===== config.mk =====
export PLATFORM = sky130hd
export DESIGN_NAME = captura_datos_rtc
export DESIGN_NICKNAME = d
export VERILOG_FILES = /design/src/rtl/captura_datos_rtc_pkg.sv /design/src/rtl/captura_datos_rtc_verif_bcd.sv /design/src/rtl/captura_datos_rtc.sv
export SDC_FILE = /design/constraint.sdc
export NUM_CORES = 1
export LEC_CHECK = 0
export ABC_AREA = 1
export BUFFER_PORTS_ARGS = -buffer_cell sky130_fd_sc_hd__buf_2
export CORE_UTILIZATION = 49
export CTS_BUF_LIST = sky130_fd_sc_hd__clkbuf_8 sky130_fd_sc_hd__clkbuf_16
export CTS_CLUSTER_SIZE = 12
export DETAILED_ROUTE_END_ITERATION = 7
export PLACE_DENSITY = 0.75
export SKIP_CTS_REPAIR_TIMING = 1
export SLEW_MARGIN = 20
export SYNTH_ARGS = -nofsm -noshare
export SYNTH_HDL_FRONTEND = slang
export SYNTH_SLANG_ARGS = --single-unit

===== constraint.sdc =====
create_clock -name clk -period 2.2 [get_ports clk]
set_input_delay 0.22 -clock clk [delete_from_list [all_inputs] [get_ports clk]]
set_output_delay 0.22 -clock clk [all_outputs]
set_load 0.05 [all_outputs]

===== src/rtl/captura_datos_rtc_pkg.sv =====
// captura_datos_rtc_pkg: field indices, RTC addressing defaults and FSM encoding for the RTC read path
package captura_datos_rtc_pkg;
    localparam logic [3:0] CAMPO_SEG = 4'd0;
    localparam logic [3:0] CAMPO_MIN = 4'd1;
    localparam logic [3:0] CAMPO_HOUR = 4'd2;
    localparam logic [3:0] CAMPO_DIA = 4'd3;
    localparam logic [3:0] CAMPO_MES = 4'd4;
    localparam logic [3:0] CAMPO_ANO = 4'd5;
    localparam logic [7:0] DIR_BASE_DEF = 8'h21;
    localparam int N_CAMPOS_DEF = 6;
    localparam logic [7:0] TIMEOUT_DEF = 8'd255;
    typedef enum logic [2:0] {IDLE, REQ, WAIT, STORE, DONE} estado_t;
endpackage


===== src/rtl/captura_datos_rtc_verif_bcd.sv =====
// captura_datos_rtc_verif_bcd: flags a byte whose either nibble is not a BCD digit
module captura_datos_rtc_verif_bcd (
    input  logic [7:0] dato,
    output logic       invalido
);
    assign invalido = (dato[7:4] > 4'd9) || (dato[3:0] > 4'd9);
endmodule


===== src/rtl/captura_datos_rtc.sv =====
// captura_datos_rtc: reads the six RTC time/date registers one byte at a time into shadows
// and publishes them together as one coherent snapshot
module captura_datos_rtc
    import captura_datos_rtc_pkg::*;
#(
    parameter logic [7:0] DIR_BASE = DIR_BASE_DEF,
    parameter int         N_CAMPOS = N_CAMPOS_DEF,
    parameter logic [7:0] TIMEOUT = TIMEOUT_DEF
) (
    input  logic       clk,
    input  logic       reset,
    input  logic       start,
    input  logic       rd_ack,
    input  logic [7:0] dato_rtc,
    output logic       rd_req,
    output logic [7:0] dir_rtc,
    output logic [3:0] band,
    output logic [7:0] out_seg,
    output logic [7:0] out_min,
    output logic [7:0] out_hour,
    output logic [7:0] out_dia,
    output logic [7:0] out_mes,
    output logic [7:0] out_ano,
    output logic       datos_listo,
    output logic       ocupado,
    output logic       err_timeout,
    output logic       err_bcd
);
    estado_t estado;
    logic [3:0] idx;
    logic [7:0] timer;
    logic [N_CAMPOS-1:0][7:0] sombra;
    logic bcd_inv;
    logic [3:0] idx_sig;

    captura_datos_rtc_verif_bcd u_verif_bcd (.dato(dato_rtc), .invalido(bcd_inv));

    assign idx_sig = idx + 4'd1;
    assign ocupado = estado != IDLE;

    always_ff @(posedge clk or negedge reset) begin
        if (!reset) begin
            estado <= IDLE;
            idx <= '0;
            timer <= '0;
            sombra <= '0;
            rd_req <= 1'b0;
            dir_rtc <= '0;
            band <= '0;
            out_seg <= '0;
            out_min <= '0;
            out_hour <= '0;
            out_dia <= '0;
            out_mes <= '0;
            out_ano <= '0;
            datos_listo <= 1'b0;
            err_timeout <= 1'b0;
            err_bcd <= 1'b0;
        end else begin
            case (estado)
                IDLE: if (start) begin
                    estado <= REQ;
                    idx <= CAMPO_SEG;
                    rd_req <= 1'b1;
                    dir_rtc <= DIR_BASE + {4'd0, CAMPO_SEG};
                    band <= CAMPO_SEG;
                    err_timeout <= 1'b0;
                    err_bcd <= 1'b0;
                end
                REQ: begin
                    rd_req <= 1'b0;
                    timer <= '0;
                    estado <= WAIT;
                end
                // an ack arriving on the last allowed cycle still completes the read
                WAIT: if (rd_ack) begin
                    sombra[idx[2:0]] <= dato_rtc;
                    err_bcd <= err_bcd | bcd_inv;
                    estado <= STORE;
                end else if (timer == TIMEOUT) begin
                    err_timeout <= 1'b1;
                    estado <= IDLE;
                end else begin
                    timer <= timer + {7'd0, timer != 8'hFF};
                end
                STORE: if (idx == 4'(N_CAMPOS - 1)) begin
                    out_seg <= sombra[CAMPO_SEG[2:0]];
                    out_min <= sombra[CAMPO_MIN[2:0]];
                    out_hour <= sombra[CAMPO_HOUR[2:0]];
                    out_dia <= sombra[CAMPO_DIA[2:0]];
                    out_mes <= sombra[CAMPO_MES[2:0]];
                    out_ano <= sombra[CAMPO_ANO[2:0]];
                    datos_listo <= 1'b1;
                    estado <= DONE;
                end else begin
                    idx <= idx_sig;
                    rd_req <= 1'b1;
                    dir_rtc <= DIR_BASE + {4'd0, idx_sig};
                    band <= idx_sig;
                    estado <= REQ;
                end
                DONE: begin
                    datos_listo <= 1'b0;
                    estado <= IDLE;
                end
                default: estado <= IDLE;
            endcase
        end
    end
endmodule


==> impl_metrics.py, run 1 <==
metrics = {
    "run_status": {
        "status": "finished clean",
    },
    "worst_setup_path": {
        "cp.required_ps": 2610,
        "crit_path_start": "idx[1]",
        "regToRegStartpoint": "idx[1]",
        "cp-end-kind": "register",
        "crit_type": "register to register",
        "arrival_ps": 2290,
        "crit_fanout": 30,
        "start_kind": "register",
        "reg2reg_slack_ps": 310,
    },
    "floorplan": {
        "initial_utilization_pct": 51.4,
        "coreArea_um2": 9910,
        "die_width_um": 104,
        "rows": 36,
        "pin_count": 77,
        "die_h_um": 104,
        "dieArea_um2": 10800,
    },
    "final_layout": {
        "fin_nets": 646,
        "drive_above_1_share_pct": 21.5,
        "n_antenna_cell": 0,
        "area_growth_pct": 20.6,
    },
    "sta": {
        "drv_slew": 0,
        "clock_skew_ps": 9.32,
        "setup_viol": 0,
        "hold_slack_ps": 46.8,
        "rsz0062_at_grt": "no",
        "period_needed_ps": 1890,
        "clock.fmax_mhz": 530,
        "final_hold_viol_count": 0,
        "finalCritPeriodShare_pct": 85.8,
        "tns_ps": 0,
    },
    "grt": {
        "grt_pass1_vias": 3923,
        "grt_pass1_wl_mm": 19.2,
        "track_usage_pct": 22.9,
        "grt-ovfl-total": 0,
        "antenna_found_initial": 0,
        "grt_max_degree": 60,
    },
    "cts": {
        "cts_buffer_depth": 2,
        "path_clk_slew_ps": 60,
        "cts_root_buf": "clkbuf_8",
        "cts_tree": "built",
        "clock-sinks": 121,
        "cts_made_buffers": 17,
        "clk_latency_ps": 530,
        "cts.htree.levels": 4,
    },
    "power_and_ir_drop": {
        "ir_drop_uv": 461,
        "powerDensity_nw_per_um2": 1170,
        "leakagePower_nw": 3.39,
    },
    "synth": {
        "syn_area_per_cell_um2": 9.38,
        "synth_cells": 543,
        "ys_types": 27,
        "yosysWarningCount": 0,
        "synth_seq_area_share_pct": 59.5,
        "ys_seq_elements": 121,
        "synth_area_um2": 5090,
    },
    "route": {
        "via_count": 3844,
        "first_iter_violations": 308,
        "routedWlPerCell_um": 14.2,
        "vias_per_cell": 4.99,
        "drtPass1Iterations": 5,
        "drc": 0,
        "ant_nets": 0,
        "totalWireLength_mm": 11.0,
    },
    "placed_design": {
        "io_buffers": 74,
        "hpwlAfterDp_mm": 7.30,
        "place.gp.congestion": 0.850,
    },
    "hold_path": {
        "min_from": "rd_ack",
        "hold_path.class": "input port to register",
    },
    "flow_run": {
        "drv_cap": 0,
    },
}
-- synthesized netlist by cell type, drive strengths merged --
cell type / count / share of area [%]
clkinv: 1 / 0.17
xor2: 3 / 0.52
inv: 28 / 2.1
buf: 16 / 2.9
nor2: 16 / 1.3
nand4: 3 / 0.66
nand2: 246 / 18
nor3: 1 / 0.098
clkbuf: 3 / 0.22
dfrtp: 121 / 59
or2: 1 / 0.12
nand3: 28 / 4.5
o21ai: 62 / 6.7
ha: 9 / 2.2
conb: 1 / 0.074
xnor2: 2 / 0.34
a21boi: 2 / 0.29
-- per-layer routing --
layer  GRT usage (%)  wire [um]
met1            29.8       4850
met2            36.1       5410
met3            6.45        497
met4            9.59        196
met5               0          0
-- power breakdown --
group | switching [W] | total (W) | internal [W]
Clock | 0.000981 | 0.00272 | 0.00174
Sequential | 0.000263 | 0.00288 | 0.00262
Combinational | 0.00111 | 0.00156 | 0.000450
Total | 0.00235 | 0.00716 | 0.00481
-- final cells by class --
type,instances,area (um^2)
fillers,827,3770
flip-flops and latches,121,3030
multi-input cells,375,1800
repair buffers,81,453
clock buffers,18,428
well taps,133,166
clock inverters,14,156
inverters,29,114
-- through the flow --
step	cell area, um^2	utilization [%]	instances	setup WS [ps]	power [W]
detailed placement	5550	56.0	738	317	0.00447
global route	6140	62.0	771	131	0.00751
floorplan	5100	-	544	211	0.00407
global placement	5550	56.0	738	374	0.00439
finish	6140	62.0	771	311	0.00716
CTS	6130	61.9	770	309	0.00720
-- layout by cell type, fill, tap and decap left out, drive strengths merged, types with 2 or more instances in the layout --
cell type  count
a21boi         2
buf           80
bufinv         3
clkbuf        18
clkinv         9
clkinvlp       2
conb           2
dfrtp        121
ha             9
inv           29
nand2        246
nand3         28
nand4          3
nor2          16
o21ai         62
xnor2          2
xor2           3
-- flip-flops by register name, summed over array words and instances (netlist names), 3 cells and up --
register / flops
idx: 4
out_seg: 8
dir_rtc: 6
out_dia: 8
timer: 8
estado: 3
out_mes: 8
out_ano: 8
out_min: 8
sombra: 48
out_hour: 8
-- cell families (layout without fill, tap and decap cells) --
| logic type | Yosys count | count (layout) | share of synthesized area [%] |
|---|---|---|---|
| compound gates | 64 | 64 | 6.98 |
| xor+xnor | 5 | 5 | 0.860 |
| fa+ha+maj | 9 | 9 | 2.21 |
| buf+inv | 48 | 142 | 5.36 |
| flops | 121 | 121 | 59.5 |
| other cells | 1 | 2 | 0.0736 |
| simple gates | 295 | 295 | 25.1 |
-- final timing paths --
| kind | to | cells past startpoint |
|---|---|---|
| min in group asynchronous | idx[1] | 2 |
| max | dir_rtc[5] | 8 |
| max in group asynchronous | sombra[0] | 3 |
| min | err_timeout | 4 |
| max reg2reg | dir_rtc[5] | 8 |
| min reg2reg | out_dia[0] | 2 |
-- critical path, stage by stage (launching register included) --
cell	delay, ps
dfrtp_1	440
inv_1	140
ha_1	160
nand2_1	50
nor2_1	210
nand2_4	270
nand3_4	230
inv_2	70
or2_1	200
No activity file was read; power rests on OpenSTA's default activity.
==> inputs of run 2 (changes only) <==
--- a/config.mk
+++ b/config.mk
@@ -8,12 +8,11 @@
 export ABC_AREA = 1
 export BUFFER_PORTS_ARGS = -buffer_cell sky130_fd_sc_hd__buf_2
 export CORE_UTILIZATION = 49
-export CTS_BUF_LIST = sky130_fd_sc_hd__clkbuf_8 sky130_fd_sc_hd__clkbuf_16
 export CTS_CLUSTER_SIZE = 12
 export DETAILED_ROUTE_END_ITERATION = 7
-export PLACE_DENSITY = 0.75
+export PLACE_DENSITY = 0.78
 export SKIP_CTS_REPAIR_TIMING = 1
-export SLEW_MARGIN = 20
+export SLEW_MARGIN = 5
 export SYNTH_ARGS = -nofsm -noshare
 export SYNTH_HDL_FRONTEND = slang
 export SYNTH_SLANG_ARGS = --single-unit
==> constraint.sdc (replaced) <==
create_clock -name clk -period 1.7 [get_ports clk]
set_input_delay 0.17 -clock clk [delete_from_list [all_inputs] [get_ports clk]]
set_output_delay 0.17 -clock clk [all_outputs]
set_load 0.05 [all_outputs]
==> impl_metrics.py, run 2 (same netlist as run 1, synthesis figures left out) <==
metrics = {
    "grt": {
        "grt-ovfl-total": 0,
        "grt_pass1_wl_mm": 18.9,
        "track_usage_pct": 22.4,
        "grt_max_degree": 80,
        "grt_pass1_vias": 3865,
        "antenna_found_initial": 0,
    },
    "power_and_ir_drop": {
        "pwr-share-comb_pct": 22.3,
        "leakagePower_nw": 3.44,
        "p_total_w": 0.00958,
        "p_clk_share_pct": 38.7,
        "powerDensity_nw_per_um2": 1520,
        "intPower_w": 0.00636,
        "ir_drop_uv": 567,
        "switchingPower_w": 0.00322,
        "switching_share_pct": 33.6,
        "p_seq_share_pct": 39.0,
    },
    "floorplan": {
        "pin_count": 77,
        "die_h_um": 104,
        "coreArea_um2": 9910,
        "die_width_um": 104,
        "dieArea_um2": 10800,
        "rows": 36,
        "initial_utilization_pct": 51.4,
    },
    "final_layout": {
        "most-common-layout-cells": "nand2_1, dfrtp_1, buf_2, o21ai_1, inv_1",
        "n_antenna_cell": 0,
        "largest-register": "sombra",
        "largest_reg_flops": 48,
        "drive_above_1_share_pct": 24.7,
        "final_common_cell": "nand2_1",
        "fin_nets": 656,
        "fin_util_pct": 63.6,
        "area_growth_pct": 23.7,
        "layout.cells.non_filler": 781,
    },
    "cts": {
        "cts.htree.levels": 4,
        "clock-sinks": 121,
        "cts_root_buf": "clkbuf_8",
        "clk_latency_ps": 530,
        "cts_tree": "built",
        "path_clk_slew_ps": 60,
        "cts_made_buffers": 17,
        "cts_buffer_depth": 2,
    },
    "worst_setup_path": {
        "cp-end-kind": "output port",
        "start_kind": "register",
        "cp.required_ps": 1530,
        "critPathBufInv": 3,
        "cp_top_family": "buffers and inverters",
        "crit_fanout": 5,
        "crit_slowest_cell": "dfrtp_1",
        "reg2reg_slack_ps": 120,
        "max_stage_delay_ps": 420,
        "crit_type": "register to output port",
        "path_cells": "inv_1 -> buf_4 -> nand3_2 -> buf_6",
        "arrival_ps": 1480,
    },
    "placed_design": {
        "hpwlAfterDp_mm": 7.29,
        "placed_cells": 742,
        "place.gp.congestion": 0.853,
        "io_buffers": 74,
    },
    "sta": {
        "hold_slack_ps": 12.8,
        "clock.fmax_mhz": 608,
        "rsz0062_at_grt": "yes",
        "drv_slew": 0,
        "finalCritPeriodShare_pct": 96.8,
        "setup_viol": 0,
        "period_needed_ps": 1650,
        "final_hold_viol_count": 0,
        "tns_ps": 0,
        "clock_skew_ps": 10.3,
    },
    "route": {
        "routedWlPerCell_um": 14.8,
        "via_count": 4018,
        "drc": 0,
        "first_iter_violations": 276,
        "ant_nets": 0,
        "totalWireLength_mm": 11.6,
        "drtPass1Iterations": 5,
        "vias_per_cell": 5.14,
    },
    "hold_path": {
        "hold_path.class": "input port to asynchronous set/reset pin",
    },
    "run_status": {
        "status": "finished clean",
    },
    "flow_run": {
        "drv_cap": 0,
    },
}
[run 2: cell types whose count changed in the layout (fill, tap and decap cells not counted), sizes merged]
cell	delta
inv	+5
buf	+9
clkinvlp	+1
clkbuf	+1
clkinv	-6
[run 2: worst paths after layout]
kind | to | start | cells after the start
max in group asynchronous | timer[2] | reset | 3
min in group clk | err_timeout | rd_ack | 4
max reg2reg | out_hour[7] | idx[1] | 9
max | ocupado | estado[0] | 4
min | dir_rtc[5] | reset | 2
min reg2reg | out_dia[7] | sombra[31] | 2
[run 2: metal layers]
layer / GRT usage, % / vias to the layer above / part of all wire, %
met4: 8.78 / 0 / 1.6
li1: - / 1905 / -
met5: 0 / - / 0
met2: 36.2 / 128 / 49
met3: 5.83 / 18 / 4.5
met1: 29.0 / 1967 / 44
[run 2: power groups by stage]
| stage | Clock, W | Sequential, W | Combinational [W] |
|---|---|---|---|
| after floorplan | 0 | 0.00407 | 0.00121 |
| after global placement | 0 | 0.00375 | 0.00200 |
| after detailed placement | 0 | 0.00376 | 0.00208 |
| after CTS | 0.00373 | 0.00372 | 0.00211 |
| after global routing | 0.00387 | 0.00379 | 0.00237 |
| final | 0.00371 | 0.00373 | 0.00214 |
[run 2: final cells by class]
| class | count | area (um^2) |
|---|---|---|
| Inverter | 29 | 116 |
| Timing Repair Buffer | 91 | 552 |
| Fill cell | 777 | 3610 |
| Sequential cell | 121 | 3040 |
| Clock buffer | 18 | 428 |
| Multi-Input combinational cell | 375 | 1820 |
| Clock inverter | 14 | 185 |
| Tap cell | 133 | 166 |
[run 2: stage by stage]
stage          worst slack [ps]  area [um^2]
2_1_floorplan              27.3         5100
3_3_place_gp               94.3         5580
3_5_place_dp               59.8         5580
4_1_cts                    -115         6200
5_1_grt                   -44.7         6300
6_report                   54.2         6300
[run 2: worst reg2reg max path, delay by kind of cell, from the launching register on]
kind,cells,cell delay (ps)
fa+ha+maj,1,170
buf+inv,3,390
flops,1,400
simple gates,5,560
==> inputs of run 3 (changes only) <==
--- a/config.mk
+++ b/config.mk
@@ -7,12 +7,14 @@
 export LEC_CHECK = 0
 export ABC_AREA = 1
 export BUFFER_PORTS_ARGS = -buffer_cell sky130_fd_sc_hd__buf_2
-export CORE_UTILIZATION = 49
+export CORE_MARGIN = 3
+export CORE_UTILIZATION = 51
 export CTS_CLUSTER_SIZE = 12
 export DETAILED_ROUTE_END_ITERATION = 7
-export PLACE_DENSITY = 0.78
+export PLACE_DENSITY = 0.81
 export SKIP_CTS_REPAIR_TIMING = 1
 export SLEW_MARGIN = 5
 export SYNTH_ARGS = -nofsm -noshare
 export SYNTH_HDL_FRONTEND = slang
+export SYNTH_HIERARCHICAL = 1
 export SYNTH_SLANG_ARGS = --single-unit
==> impl_metrics.py, run 3 <==
metrics = {
    "route": {
        "via_count": 4085,
        "drtPass1Iterations": 7,
        "drc": 0,
        "first_iter_violations": 285,
        "vias_per_cell": 5.18,
        "ant_nets": 0,
        "routedWlPerCell_um": 15.1,
        "totalWireLength_mm": 11.9,
    },
    "worst_setup_path": {
        "rr_endpoint": "timer[4]",
        "cp.required_ps": 2080,
        "path_cells": "nand2_1 -> nor2_2 -> nand2_2 -> ha_4 -> ha_4 -> nand2_2 -> o21bai_1 -> o21ai_1 -> nor2_1 -> nand2_1 -> nand2_1",
        "crit_slowest_cell": "dfrtp_1",
        "start_kind": "register",
        "cp-end-kind": "register",
        "max_stage_delay_ps": 420,
        "regToRegStartpoint": "timer[2]",
        "arrival_ps": 2050,
        "crit_top_cell": "nand2_1",
        "crit_type": "register to register",
        "reg2reg_slack_ps": 30,
        "reg2reg_depth": 11,
        "crit_fanout": 5,
    },
    "synth": {
        "netlist.area_leader.share_pct": 60.5,
        "ys_types": 27,
        "synthArstFlopShare_pct": 100,
        "synth_common_cells": "nand2_1, dfrtp_1, o21ai_1",
        "yosysMostFrequentCell": "nand2_1",
        "ys.flop_type": "dfrtp_1",
        "synth_top_area_cell": "dfrtp_1",
        "yosysWarningCount": 6,
        "synth_area_um2": 5010,
        "synth_seq_area_share_pct": 60.5,
        "syn_area_per_cell_um2": 8.99,
        "ys_seq_elements": 121,
        "synth_edf_count": 0,
        "ys_top_cells_by_area": "dfrtp_1, nand2_1, o21ai_1",
        "synth_cells": 557,
    },
    "power_and_ir_drop": {
        "powerDensity_nw_per_um2": 1780,
        "p_total_w": 0.0111,
        "leakagePower_nw": 3.50,
        "ir_drop_uv": 805,
    },
    "sta": {
        "period_needed_ps": 1670,
        "drv_slew": 0,
        "setup_viol": 0,
        "tightest_slew_ps": 514,
        "maxSlewHeadroom_pct": 65.6,
        "finalCritPeriodShare_pct": 98.0,
        "clock.fmax_mhz": 600,
        "rsz0062_at_grt": "yes",
        "final_hold_viol_count": 1,
        "hold_slack_ps": -38.6,
        "clock_skew_ps": 8.77,
    },
    "run_status": {
        "violations": "hold timing",
        "status": "finished with violations",
    },
    "grt": {
        "grt-ovfl-total": 0,
        "antenna_found_initial": 0,
        "grt_max_degree": 44,
        "grt_pass1_vias": 4007,
        "track_usage_pct": 22.0,
        "grt_pass1_wl_mm": 19.3,
    },
    "placed_design": {
        "place.gp.congestion": 0.825,
        "io_buffers": 74,
        "hpwlAfterDp_mm": 7.65,
    },
    "final_layout": {
        "largest_reg_flops": 48,
        "final_common_cell": "nand2_1",
        "n_fill_cell": 730,
        "fin_util_pct": 66.5,
        "area_growth_pct": 24.5,
        "most-common-layout-cells": "nand2_1, dfrtp_1, buf_2, o21ai_1, inv_1",
        "largest-register": "sombra",
        "n_antenna_cell": 0,
        "fin_nets": 666,
        "drive_above_1_share_pct": 21.8,
    },
    "hold_path": {
        "min_path_cells": 4,
        "hold_path.class": "input port to register",
        "min_from": "start",
        "worst_hold_path.endpoint": "err_timeout",
    },
    "cts": {
        "cts_made_buffers": 17,
        "cts_tree": "built",
        "cts.htree.levels": 4,
        "path_clk_slew_ps": 50,
        "cts_buffer_depth": 2,
        "clk_latency_ps": 520,
        "clock-sinks": 121,
        "cts_root_buf": "clkbuf_8",
    },
    "floorplan": {
        "pin_count": 77,
        "rows": 35,
        "coreArea_um2": 9370,
        "die_width_um": 105,
        "die_h_um": 105,
        "dieArea_um2": 11000,
        "initial_utilization_pct": 53.4,
    },
    "flow_run": {
        "drv_cap": 0,
    },
}
-- run 3: worst max-delay path by stage --
stage / start / to / cells past startpoint
final: timer[2] / timer[4] / 11
after global routing: timer[2] / timer[4] / 11
after CTS: timer[3] / timer[4] / 11
after detailed placement: timer[3] / timer[4] / 11
after global placement: timer[3] / timer[4] / 11
after floorplan: idx[1] / out_ano[2] / 10
-- run 3: critical path: cells and delay by family, from the launching register on --
kind	cells	cell delay, ps
AND/OR/NAND/NOR	7	630
flip-flops	1	420
adder cells (fa/ha/maj)	2	350
AO/OA/AOI/OAI	2	140
-- run 3: area by class of cell --
class / count / area, um^2 / area share, %
timing repair buffer: 92 / 553 / 8.87
multi-input combinational: 386 / 1780 / 28.5
clock buffer: 22 / 453 / 7.26
inverter: 31 / 116 / 1.87
sequential: 121 / 3030 / 48.6
tap: 129 / 161 / 2.59
clock inverter: 8 / 145 / 2.33
-- run 3: power by group --
group	total [W]	leakage (nW)	switching, W	internal, W
logic	0.00331	1.59	0.00244	0.000866
clock network	0.00364	0.287	0.00120	0.00243
registers	0.00415	1.63	0.000504	0.00365
-- run 3: cell families after synthesis --
logic type	share of synthesized area (%)
buffers and inverters	5.17
and+or+nand+nor	26.0
adders and majority gates	1.25
other	0.0749
AOI/OAI and AO/OA	6.55
DFF	60.5
xor gates and xnor gates	0.525
-- run 3: through the flow --
step	cell area [um^2]	hold WS (ps)	setup TNS (ps)	cells	worst slack, ps
floorplan	5020	-126	0	558	27.7
global placement	5540	82.9	0	753	66.7
detailed placement	5540	85.4	-37.2	753	-37.2
CTS	6140	-453	-344	783	-166
global route	6240	1.88	-130	789	-91.5
finish	6240	-38.6	0	789	33.2
-- run 3: metal layers --
| layer | track usage (%) | wire length [um] |
|---|---|---|
| met4 | 7.69 | 162 |
| met1 | 28.5 | 5100 |
| met5 | 0 | 0 |
| met3 | 4.94 | 723 |
| met2 | 36.7 | 5960 |
